--- config.mk ---
export PLATFORM = sky130hd
export DESIGN_NAME = dda_run_ctrl_flat
export DESIGN_NICKNAME = d
export VERILOG_FILES = /design/src/rtl/dda_pkg.sv /design/src/rtl/dda_run_ctrl_if.sv /design/src/rtl/dda_state_ser.sv /design/src/rtl/dda_run_ctrl.sv /design/src/flat_wrapper.sv
export SDC_FILE = /design/constraint.sdc
export NUM_CORES = 1
export LEC_CHECK = 0
export ABC_AREA = 1
export CAP_MARGIN = 20
export CORE_AREA = 4 4 148 136
export CTS_BUF_LIST = sky130_fd_sc_hd__clkbuf_2
export DETAILED_ROUTE_END_ITERATION = 16
export DIE_AREA = 0 0 152 140
export DONT_BUFFER_PORTS = 1
export PLACE_DENSITY_LB_ADDON = 0.1
export SLEW_MARGIN = 20
export SYNTH_ARGS = -nofsm -noshare
export SYNTH_HDL_FRONTEND = slang
export SYNTH_SLANG_ARGS = --single-unit
export TNS_END_PERCENT = 1
--- constraint.sdc ---
create_clock -name clk -period 3.9 [get_ports clk]
set_input_delay 0.78 -clock clk [delete_from_list [all_inputs] [get_ports clk]]
set_output_delay 0.78 -clock clk [all_outputs]
set_load 0.01 [all_outputs]
--- src/rtl/dda_pkg.sv ---
// Shared constants for the DDA run controller: command opcodes, FSM states
// and power-on values of the posit parameter registers.
package dda_pkg;

    // Opcodes are full command bytes; WRITE is matched on its upper nibble only.
    localparam logic [7:0] OP_NOP    = 8'h00;
    localparam logic [7:0] OP_WRITE  = 8'h10;
    localparam logic [7:0] OP_RUN    = 8'h20;
    localparam logic [7:0] OP_HALT   = 8'h30;
    localparam logic [7:0] OP_RELOAD = 8'h40;
    localparam logic [7:0] OP_READ   = 8'h50;

    typedef enum logic [2:0] {
        ST_IDLE   = 3'd0,
        ST_ARG_HI = 3'd1,
        ST_ARG_LO = 3'd2,
        ST_RUN    = 3'd3,
        ST_SEND   = 3'd4
    } state_e;

    localparam logic [15:0] ICX_DEF = 16'hC000;
    localparam logic [15:0] ICY_DEF = 16'h14CD;
    localparam logic [15:0] K_DEF   = 16'h14DD;
    localparam logic [15:0] D_DEF   = 16'h14DD;

    function automatic logic is_write_op(input logic [7:0] b);
        return b[7:4] == OP_WRITE[7:4];
    endfunction

endpackage

--- src/rtl/dda_run_ctrl_if.sv ---
// Byte streams between the pin-level host and the run controller:
// command bytes in, state bytes out, each with a valid/ready handshake.
interface dda_run_ctrl_if;
    logic [7:0] cmd_data;
    logic       cmd_valid;
    logic       cmd_ready;
    logic [7:0] out_data;
    logic       out_valid;
    logic       out_ready;

    modport master (
        output cmd_data, cmd_valid, out_ready,
        input  cmd_ready, out_data, out_valid
    );

    modport slave (
        input  cmd_data, cmd_valid, out_ready,
        output cmd_ready, out_data, out_valid
    );
endinterface

--- src/rtl/dda_state_ser.sv ---
// Snapshots {x,y} and streams it out MSB byte first over a valid/ready
// handshake; o_done marks the handshake of the fourth byte.
module dda_state_ser #(
    parameter int N = 16
) (
    input  logic         clk,
    input  logic         rst_n,
    input  logic         i_load,
    input  logic [N-1:0] i_x,
    input  logic [N-1:0] i_y,
    input  logic         i_out_ready,
    output logic [7:0]   o_out_data,
    output logic         o_out_valid,
    output logic         o_done
);

    logic [2*N-1:0] r_shift;
    logic [1:0]     r_cnt;
    logic           r_valid;
    logic           w_fire;

    assign w_fire      = r_valid & i_out_ready;
    assign o_out_data  = r_shift[2*N-1 -: 8];
    assign o_out_valid = r_valid;
    assign o_done      = w_fire && (r_cnt == 2'd3);

    // Load the snapshot, then shift one byte per accepted handshake.
    always_ff @(posedge clk) begin
        if (!rst_n) begin
            r_shift <= '0;
            r_cnt   <= 2'd0;
            r_valid <= 1'b0;
        end else if (i_load) begin
            r_shift <= {i_x, i_y};
            r_cnt   <= 2'd0;
            r_valid <= 1'b1;
        end else if (w_fire) begin
            r_shift <= {r_shift[2*N-9:0], 8'h00};
            r_cnt   <= r_cnt + 2'd1;
            if (r_cnt == 2'd3) begin
                r_valid <= 1'b0;
            end
        end
    end

endmodule

--- src/rtl/dda_run_ctrl.sv ---
// Byte-command sequencer for the spring-mass DDA integrator: owns the posit
// parameter registers, drives dda reset/enable and serialises x/y on request.
//
//   state     | meaning
//   ----------+------------------------------------------------------------
//   ST_IDLE   | decode opcode byte; NOP/HALT/RELOAD/READ act immediately
//   ST_ARG_HI | wait for argument high byte (WRITE or RUN)
//   ST_ARG_LO | wait for argument low byte; commit param or start run
//   ST_RUN    | dda_en high, remaining steps counting down to 1
//   ST_SEND   | serialiser streaming x/y bytes, commands blocked
module dda_run_ctrl
    import dda_pkg::*;
#(
    parameter int N     = 16,
    parameter int ES    = 1,
    parameter int CNT_W = 16
) (
    input  logic             clk,
    input  logic             rst_n,
    dda_run_ctrl_if.slave    bus,
    input  logic [N-1:0]     x,
    input  logic [N-1:0]     y,
    output logic [N-1:0]     icx,
    output logic [N-1:0]     icy,
    output logic [N-1:0]     k,
    output logic [N-1:0]     d,
    output logic             dda_rst,
    output logic             dda_en,
    output logic             busy,
    output logic             err,
    output logic [CNT_W-1:0] step_count
);

    // Byte framing of words and of the step count assumes two bytes per word.
    if (N != 16 || ES < 0) begin : g_bad_cfg
        $error("dda_run_ctrl requires N == 16");
    end

    state_e           r_state;
    logic             r_is_run;
    logic [1:0]       r_sel;
    logic [7:0]       r_arg_hi;
    logic [CNT_W-1:0] r_remaining;
    logic [CNT_W-1:0] r_step_count;
    logic             r_dda_rst;
    logic             r_dda_en;
    logic             r_err;
    logic [N-1:0]     r_icx;
    logic [N-1:0]     r_icy;
    logic [N-1:0]     r_k;
    logic [N-1:0]     r_d;

    logic             w_accept;
    logic [7:0]       w_cmd;
    logic [N-1:0]     w_arg_word;
    logic [CNT_W-1:0] w_arg_cnt;
    logic             w_param_we;
    logic             w_ser_load;
    logic             w_ser_done;

    assign w_cmd       = bus.cmd_data;
    assign w_accept    = bus.cmd_valid & bus.cmd_ready;
    assign w_arg_word  = N'({r_arg_hi, w_cmd});
    assign w_arg_cnt   = CNT_W'({r_arg_hi, w_cmd});
    assign w_param_we  = (r_state == ST_ARG_LO) && w_accept && !r_is_run;
    assign w_ser_load  = (r_state == ST_IDLE) && w_accept && (w_cmd == OP_READ);

    assign bus.cmd_ready = (r_state != ST_SEND);
    assign busy          = (r_state != ST_IDLE);
    assign dda_rst       = r_dda_rst;
    assign dda_en        = r_dda_en;
    assign err           = r_err;
    assign step_count    = r_step_count;
    assign icx           = r_icx;
    assign icy           = r_icy;
    assign k             = r_k;
    assign d             = r_d;

    dda_state_ser #(.N(N)) u_ser (
        .clk         (clk),
        .rst_n       (rst_n),
        .i_load      (w_ser_load),
        .i_x         (x),
        .i_y         (y),
        .i_out_ready (bus.out_ready),
        .o_out_data  (bus.out_data),
        .o_out_valid (bus.out_valid),
        .o_done      (w_ser_done)
    );

    // Command decode, run down-counter, step counter and dda strobes.
    always_ff @(posedge clk) begin
        if (!rst_n) begin
            r_state      <= ST_IDLE;
            r_is_run     <= 1'b0;
            r_sel        <= 2'd0;
            r_arg_hi     <= 8'h00;
            r_remaining  <= '0;
            r_step_count <= '0;
            r_dda_rst    <= 1'b1;
            r_dda_en     <= 1'b0;
            r_err        <= 1'b0;
        end else begin
            r_dda_rst <= 1'b0;
            if (r_dda_en) begin
                r_step_count <= r_step_count + CNT_W'(1);
            end
            case (r_state)
                ST_IDLE: begin
                    if (w_accept) begin
                        if (w_cmd == OP_NOP) begin
                            r_err <= 1'b0;
                        end else if (is_write_op(w_cmd)) begin
                            if (w_cmd[3:2] != 2'b00) begin
                                r_err <= 1'b1;
                            end else begin
                                r_sel    <= w_cmd[1:0];
                                r_is_run <= 1'b0;
                                r_state  <= ST_ARG_HI;
                            end
                        end else if (w_cmd == OP_RUN) begin
                            r_is_run <= 1'b1;
                            r_state  <= ST_ARG_HI;
                        end else if (w_cmd == OP_HALT) begin
                            r_state <= ST_IDLE;
                        end else if (w_cmd == OP_RELOAD) begin
                            r_dda_rst    <= 1'b1;
                            r_step_count <= '0;
                        end else if (w_cmd == OP_READ) begin
                            r_state <= ST_SEND;
                        end else begin
                            r_err <= 1'b1;
                        end
                    end
                end
                ST_ARG_HI: begin
                    if (w_accept) begin
                        r_arg_hi <= w_cmd;
                        r_state  <= ST_ARG_LO;
                    end
                end
                ST_ARG_LO: begin
                    if (w_accept) begin
                        if (r_is_run && (w_arg_cnt != '0)) begin
                            r_remaining <= w_arg_cnt;
                            r_dda_en    <= 1'b1;
                            r_state     <= ST_RUN;
                        end else begin
                            r_state <= ST_IDLE;
                        end
                    end
                end
                ST_RUN: begin
                    if (w_accept && (w_cmd == OP_HALT)) begin
                        r_dda_en <= 1'b0;
                        r_state  <= ST_IDLE;
                    end else begin
                        if (w_accept) begin
                            r_err <= 1'b1;
                        end
                        r_remaining <= r_remaining - CNT_W'(1);
                        if (r_remaining == CNT_W'(1)) begin
                            r_dda_en <= 1'b0;
                            r_state  <= ST_IDLE;
                        end
                    end
                end
                ST_SEND: begin
                    if (w_ser_done) begin
                        r_state <= ST_IDLE;
                    end
                end
                default: r_state <= ST_IDLE;
            endcase
        end
    end

    // Parameter registers change only when a WRITE argument completes.
    always_ff @(posedge clk) begin
        if (!rst_n) begin
            r_icx <= N'(ICX_DEF);
            r_icy <= N'(ICY_DEF);
            r_k   <= N'(K_DEF);
            r_d   <= N'(D_DEF);
        end else if (w_param_we) begin
            case (r_sel)
                2'd0:    r_icx <= w_arg_word;
                2'd1:    r_icy <= w_arg_word;
                2'd2:    r_k   <= w_arg_word;
                default: r_d   <= w_arg_word;
            endcase
        end
    end

endmodule
--- src/flat_wrapper.sv ---
// flat-port wrapper written by rule: the top's interface ports become plain ports
module dda_run_ctrl_flat import dda_pkg::*;
#(
    parameter int N     = 16,
    parameter int ES    = 1,
    parameter int CNT_W = 16
)
  (clk, rst_n, x, y, icx, icy, k, d, dda_rst, dda_en, busy, err, step_count, bus_cmd_data, bus_cmd_valid, bus_out_ready, bus_cmd_ready, bus_out_data, bus_out_valid);
  dda_run_ctrl_if bus_i ();
  input  logic clk;
  input  logic rst_n;
  input  logic [N-1:0] x;
  input  logic [N-1:0] y;
  output logic [N-1:0] icx;
  output logic [N-1:0] icy;
  output logic [N-1:0] k;
  output logic [N-1:0] d;
  output logic dda_rst;
  output logic dda_en;
  output logic busy;
  output logic err;
  output logic [CNT_W-1:0] step_count;
  input wire logic [$bits(bus_i.cmd_data)-1:0] bus_cmd_data;
  input wire logic [$bits(bus_i.cmd_valid)-1:0] bus_cmd_valid;
  input wire logic [$bits(bus_i.out_ready)-1:0] bus_out_ready;
  output wire logic [$bits(bus_i.cmd_ready)-1:0] bus_cmd_ready;
  output wire logic [$bits(bus_i.out_data)-1:0] bus_out_data;
  output wire logic [$bits(bus_i.out_valid)-1:0] bus_out_valid;
  assign bus_i.cmd_data = bus_cmd_data;
  assign bus_i.cmd_valid = bus_cmd_valid;
  assign bus_i.out_ready = bus_out_ready;
  assign bus_cmd_ready = bus_i.cmd_ready;
  assign bus_out_data = bus_i.out_data;
  assign bus_out_valid = bus_i.out_valid;
  dda_run_ctrl #(.N(N), .ES(ES), .CNT_W(CNT_W)) u_core (.clk(clk), .rst_n(rst_n), .bus(bus_i), .x(x), .y(y), .icx(icx), .icy(icy), .k(k), .d(d), .dda_rst(dda_rst), .dda_en(dda_en), .busy(busy), .err(err), .step_count(step_count));
endmodule
==> run metrics, run 1 <==
status=completed; Final Cell Area=between 6000 and 7000 um^2; total power=0.003132 W; Peak VDD IR=between 0.15 and 0.2 mV; CTS Sinks=between 100 and 150; f_max=around 430 MHz; Hold Buf Count CTS=0; flop-to-flop setup slack=about 1.6 ns; worst-margin pin slew=between 0.7 and 0.8 ns; Worst Hold Slack=about 0.17 ns; largest cells by area after synthesis=dfxtp_1 (46%), nand2_1 (12%), a21oi_1 (6.2%); max_cap viols=0; count of state elements after synthesis=148; Switch Pwr=roughly 0.0011 W; share of the synthesized area in the top cell type=0.4612; final WL=18.52 mm; num ports=between 100 and 150; vias per cell=~5.1; Rel. slew slack=0.4696; Synth Cell Area=~6400 um^2; clk slew on worst S/H paths=0.26 ns; Via Count=5,615; Post-layout nets=889; Layout Utilization=0.3598; dpl cell area=around 6500 um^2; crit end category=output port; drc violations=0; row count=48; RD Place Congestion=around 0.82; count leader, synth=nand2_1; CORE AREA=around 19,000 um^2; ys async rst share=0; final setup violation count=0; pwr dens=roughly 460 nW/um^2; ANT nets after route=0; TritonCTS clock tree=done; R2R cell count=7; layout cell share with drive strength beyond 1=0.07143; layout overhead on the synthesized area=4.947%; Root Driver=clkbuf_2; post-cts sizing count=0; worst min path class=input pin to flop; Hold Violations, Final=0; pin count of the biggest net entering global routing=between 90 and 100; GRT Total Usage=0.1713; Worst Path Required=between 3 and 4 ns; Synthesis Warnings=0; vias in the first global route=approximately 5.3k; global-route wire length before repair=29.61 mm; Setup CP Type=flop to output port; worst setup skew after layout=0.03987 ns; die width=152 um; Comb power frac=0.172; Main synth FF type=dfxtp_1; min Tclk post-route=approximately 2.3 ns; drt first pass iters=8; CP Launch Type=flop; Die Area=approximately 21,000 um^2; sequential share of power=0.526; initial antenna violation count=1; sequential area share after synthesis=0.4612; clock network power share=0.302; synth unique cells=37; DIE HEIGHT=approximately 140 um; pins over their slew limit=0; Min-Delay Startpoint=y[0]; P_int=0.002054 W; Remaining Overflow, GRT=0; reg-to-reg startpoint=u_core.r_state[2]$_SDFFE_PN0P_; CTS buffer count=17; FF-to-FF End=u_core.u_ser.r_shift[18]$_SDFFE_PN0P_; Worst Hold End=u_core.u_ser.r_shift[0]$_SDFFE_PN0P_; Post-synth EDFFs=0; Cells after Synth=between 800 and 900; WP data arrival=1.54 ns; CTS H-tree depth=4; RSZ-0062 raised after global routing=no; postcts setup bufs=0; Leak Pwr=about 2.6 nW; Final HPWL DP=between 10 and 15 mm; period utilisation layout=0.5953; Starting Density=0.3428; switch share=0.3442; syn_nets=915; I/O Buffers=0; Worst Hold Depth=2; worst-skew pair later-pin latency=approximately 0.7 ns; worst-path fanout max=6; Yosys top cell by area=dfxtp_1; setup_tns=0 ns; Avg WL per Cell=approximately 17 um; mean area per synthesized cell=about 7.4 um^2; clock tree buffer depth=2; initial drt markers=355; most frequent cells after synthesis=nand2_1 (204), dfxtp_1 (148), a21oi_1 (79), nor2_1 (79), o21ai_0 (73)
==> power by group through the flow <==
stage | clock network (W) | logic (W) | registers (W)
after floorplan | 0 | 0.000427 | 0.00166
after global placement | 0 | 0.000530 | 0.00168
after detailed placement | 0 | 0.000539 | 0.00168
after CTS | 0.000988 | 0.000541 | 0.00165
after global routing | 0.00105 | 0.000621 | 0.00166
final | 0.000944 | 0.000540 | 0.00165
==> cells in the final DEF (no fill, tap or decap), types with 3 or more instances in the layout <==
master      instances
nor3_1             12
nand2_1           204
nand4_1             8
nor2_1             79
nand3_1            54
inv_1              65
nor3_4              3
o211ai_1           23
ha_1                4
xnor2_1             3
o21ai_0            73
nand2_2             4
buf_4               3
a31oi_1            24
inv_6               5
dfxtp_1           148
a21oi_1            79
inv_2               6
clkinvlp_4          4
or2_2               3
clkbuf_2           18
xor2_1              6
==> routing by layer <==
| layer | wire length, um | vias to the layer above | track usage | share of wire |
|---|---|---|---|---|
| met5 | 0 | - | 0 | 0 |
| met4 | 140 | 0 | 0.03548 | 0.0076 |
| met3 | 1226 | 9 | 0.06086 | 0.066 |
| met2 | 8433 | 142 | 0.2661 | 0.46 |
| met1 | 8714 | 2635 | 0.2314 | 0.47 |
| li1 | - | 2829 | - | - |
==> worst max-delay path: stages (launching register included) <==
cell and delay, ns:
dfxtp_1 0.52, nor2_1 0.10, nand2_1 0.23
==> area by class of cell <==
class,count,area (um^2)
clock inverter,14,165.2
fill,2055,12000
clock buffer,18,90.09
timing repair buffer,3,22.52
multi-input combinational,598,2912
tap,250,312.8
antenna,1,2.502
inverter,73,274.0
sequential,148,2963
==> through the flow <==
step                setup slack (ns)  std cells
floorplan                      1.998        867
CTS                            1.471       1104
finish                         1.578       1105
global route                   1.289       1105
detailed placement             1.253       1072
global placement               1.341       1072
==> sequential cells by signal, summed over array words and instances (netlist names) <==
signal / cells
u_core.err: 1
u_core.r_arg_hi: 8
u_core.icx: 16
u_core.r_state: 3
u_core.u_ser.o_out_valid: 1
u_core.r_sel: 2
u_core.dda_en: 1
u_core.icy: 16
u_core.u_ser.r_shift: 32
u_core.u_ser.r_cnt: 2
u_core.k: 16
u_core.r_is_run: 1
u_core.d: 16
u_core.dda_rst: 1
u_core.r_remaining: 16
u_core.step_count: 16
==> worst max-delay path by stage <==
stage / startpoint / endpoint / slack, ns / depth (start not counted)
floorplan: bus_cmd_data[2] / u_core.r_remaining[4]$_SDFFE_PN0P_ / 2.00 / 12
global placement: bus_cmd_data[7] / u_core.u_ser.r_shift[26]$_SDFFE_PN0P_ / 1.34 / 9
detailed placement: bus_cmd_data[2] / u_core.u_ser.r_shift[8]$_SDFFE_PN0P_ / 1.25 / 9
CTS: u_core.r_state[2]$_SDFFE_PN0P_ / busy / 1.47 / 2
global route: u_core.r_state[2]$_SDFFE_PN0P_ / u_core.u_ser.r_shift[19]$_SDFFE_PN0P_ / 1.29 / 7
finish: u_core.r_state[2]$_SDFFE_PN0P_ / busy / 1.58 / 2
==> cell families (layout without fill, tap and decap cells) <==
family / count (synthesis) / after routing / share of synthesized area
AND/OR/NAND/NOR: 374 / 374 / 0.2474
AO/OA/AOI/OAI: 211 / 211 / 0.1850
flip-flops: 148 / 148 / 0.4612
buffers and inverters: 121 / 108 / 0.08629
XOR/XNOR: 9 / 9 / 0.01227
adder cells (fa/ha/maj): 4 / 4 / 0.007792
other: 0 / 1 / 0
Power figures use the tool's default switching activity.
==> inputs of run 2 (changes only) <==
==> constraint.sdc (replaced) <==
create_clock -name clk -period 2.05 [get_ports clk]
set_input_delay 0.41 -clock clk [delete_from_list [all_inputs] [get_ports clk]]
set_output_delay 0.41 -clock clk [all_outputs]
set_load 0.01 [all_outputs]
==> run 2 against run 1 <==
Critical endpoint unchanged. Setup slack lost 1.4 ns. Register-to-register slack got worse by 1.3 ns. Die area did not move. Clock skew increased by 0.0073 ns. Hold slack worse by 0.069 ns. Highest routed layer unchanged. Core utilization rose by 3.2 points.
==> run metrics, run 2 (synthesized netlist as in run 1, its figures left out) <==
status=completed; worst setup skew after layout=approximately 0.047 ns; num ports=approximately 140; CTS Sinks=between 100 and 150; global-route wire length before repair=approximately 30 mm; layout overhead on the synthesized area=14.37%; clk slew on worst S/H paths=roughly 0.21 ns; Switch Pwr=around 0.0020 W; crit end category=output port; initial antenna violation count=2; vias in the first global route=approximately 5.5k; I/O Buffers=0; commonest non-fill, non-tap cells in the layout=nand2_1 (204), dfxtp_1 (146), nor2_1 (79), a21oi_1 (79), o21ai_0 (73); Via Count=5,825; most common cell after layout, fill and taps aside=nand2_1; RSZ-0062 raised after global routing=yes; clock network power share=0.268; CORE AREA=18,740 um^2; Rel. slew slack=0.6058; max_cap viols=0; Starting Density=0.3428; GRT Total Usage=0.1732; pwr dens=about 800 nW/um^2; worst-margin pin slew=around 0.6 ns; CTS buffer count=17; final WL=about 19 mm; Die Area=21,280 um^2; P_int=between 0.003 and 0.004 W; Min-Delay Startpoint=bus_cmd_data[1]; max reg flops=32; worst-path fanout max=6; Remaining Overflow, GRT=0; largest reg by FF count=u_core.u_ser.r_shift; Avg WL per Cell=approximately 16 um; pins over their slew limit=0; pin count of the biggest net entering global routing=91; vias per cell=a little under 5; layout cell share with drive strength beyond 1=0.09140; sequential share of power=0.530; worst min path class=input pin to flop; Layout Utilization=0.3921; Comb power frac=0.201; fin cells=roughly 1.2k; row count=48; drc violations=0; Worst Path Required=around 1.6 ns; WP data arrival=1.50 ns; worst-skew pair later-pin latency=0.69 ns; Placed Cells=1,094; drt first pass iters=5; die width=between 150 and 200 um; Peak VDD IR=about 0.38 mV; Final HPWL DP=12.96 mm; f_max=roughly 520 MHz; setup ws final=0.1356 ns; Leak Pwr=between 2 and 3 nW; ANT nets after route=0; Post-layout nets=about 950; clock tree buffer depth=2; initial drt markers=roughly 310; pre-CTS WS=between 0.2 and 0.25 ns; switch share=0.3440; postcts setup bufs=0; min Tclk post-route=around 1.9 ns; CP Launch Type=flop; Root Driver=clkbuf_2; period utilisation layout=0.9338; Setup CP Type=flop to output port; TritonCTS clock tree=done; DIE HEIGHT=about 140 um; RD Place Congestion=slightly below 0.9; CP startpoint=u_core.r_state[2]$_SDFFE_PN0P_; CTS H-tree depth=4; final setup violation count=0; Hold Violations, Final=0; reg-to-reg startpoint=u_core.r_arg_hi[3]$_SDFFE_PN0P_
run 2: changes by cell type in the layout (fill, tap and decap cells not counted):
cell	change
inv_8	-1
dfxtp_1	-2
clkbuf_2	+1
dfxtp_2	+2
buf_12	+2
diode_2	+1
buf_16	+1
clkinv_1	+2
dlygate4sd3_1	+42
bufinv_16	-1
buf_4	+20
clkinv_4	-1
run 2: per-layer routing:
metal  part of all wire  GRT usage  vias up
li1                   -          -     2953
met1               0.46     0.2321     2699
met2               0.46     0.2715      160
met3              0.063    0.05993       13
met4             0.0094    0.03879        0
met5                  0          0        -
run 2: layout make-up:
class / instances / area (um^2)
fill: 1979 / 11390
sequential: 148 / 2965
multi-input combinational: 598 / 2912
timing repair buffer: 68 / 660.6
tap: 250 / 312.8
inverter: 73 / 274.0
clock inverter: 13 / 122.6
clock buffer: 19 / 95.09
antenna: 2 / 5.005
run 2: path summary, 6_finish.rpt:
path | slack [ns] | endpoint | cells past startpoint
worst max-delay path | 0.14 | busy | 3
worst min-delay path | 0.10 | u_core.r_remaining[1]$_SDFFE_PN0P_ | 4
worst max register to register | 0.25 | u_core.r_remaining[10]$_SDFFE_PN0P_ | 8
worst min register to register | 0.48 | u_core.u_ser.r_shift[7]$_SDFFE_PN0P_ | 2
run 2: metrics by stage:
| step | area (um^2) | setup TNS (ns) | hold WS (ns) | total power (W) |
|---|---|---|---|---|
| floorplan | 6424 | 0 | 0.4406 | 0.003967 |
| global placement | 6674 | 0 | 0.4517 | 0.004269 |
| detailed placement | 6674 | 0 | 0.4545 | 0.004279 |
| CTS | 7331 | 0 | 0.001274 | 0.006000 |
| global route | 7347 | -0.1364 | 0.02262 | 0.006311 |
| finish | 7347 | 0 | 0.1009 | 0.005914 |
run 2: repair_timing:
| action | in CTS | in global routing |
|---|---|---|
| gates resized for setup | 1 | 1 |
| pin swaps | 0 | 0 |
| hold buffers | 42 | 1 |
| endpoints found under the setup margin | 1 | 4 |
| endpoints found under the hold margin | 123 | 51 |
run 2: critical path: stages, from the launching register on:
cell and delay (ns):
dfxtp_2 0.40, nor2_1 0.14, nand2_1 0.14, buf_4 0.18
run 2: power groups by stage:
| stage | logic [W] | registers (W) | clock network [W] |
|---|---|---|---|
| after global placement | 0.00108 | 0.00319 | 0 |
| after CTS | 0.00119 | 0.00314 | 0.00167 |
| final | 0.00119 | 0.00314 | 0.00159 |
| after global routing | 0.00134 | 0.00316 | 0.00182 |
| after floorplan | 0.000813 | 0.00315 | 0 |
| after detailed placement | 0.00109 | 0.00319 | 0 |
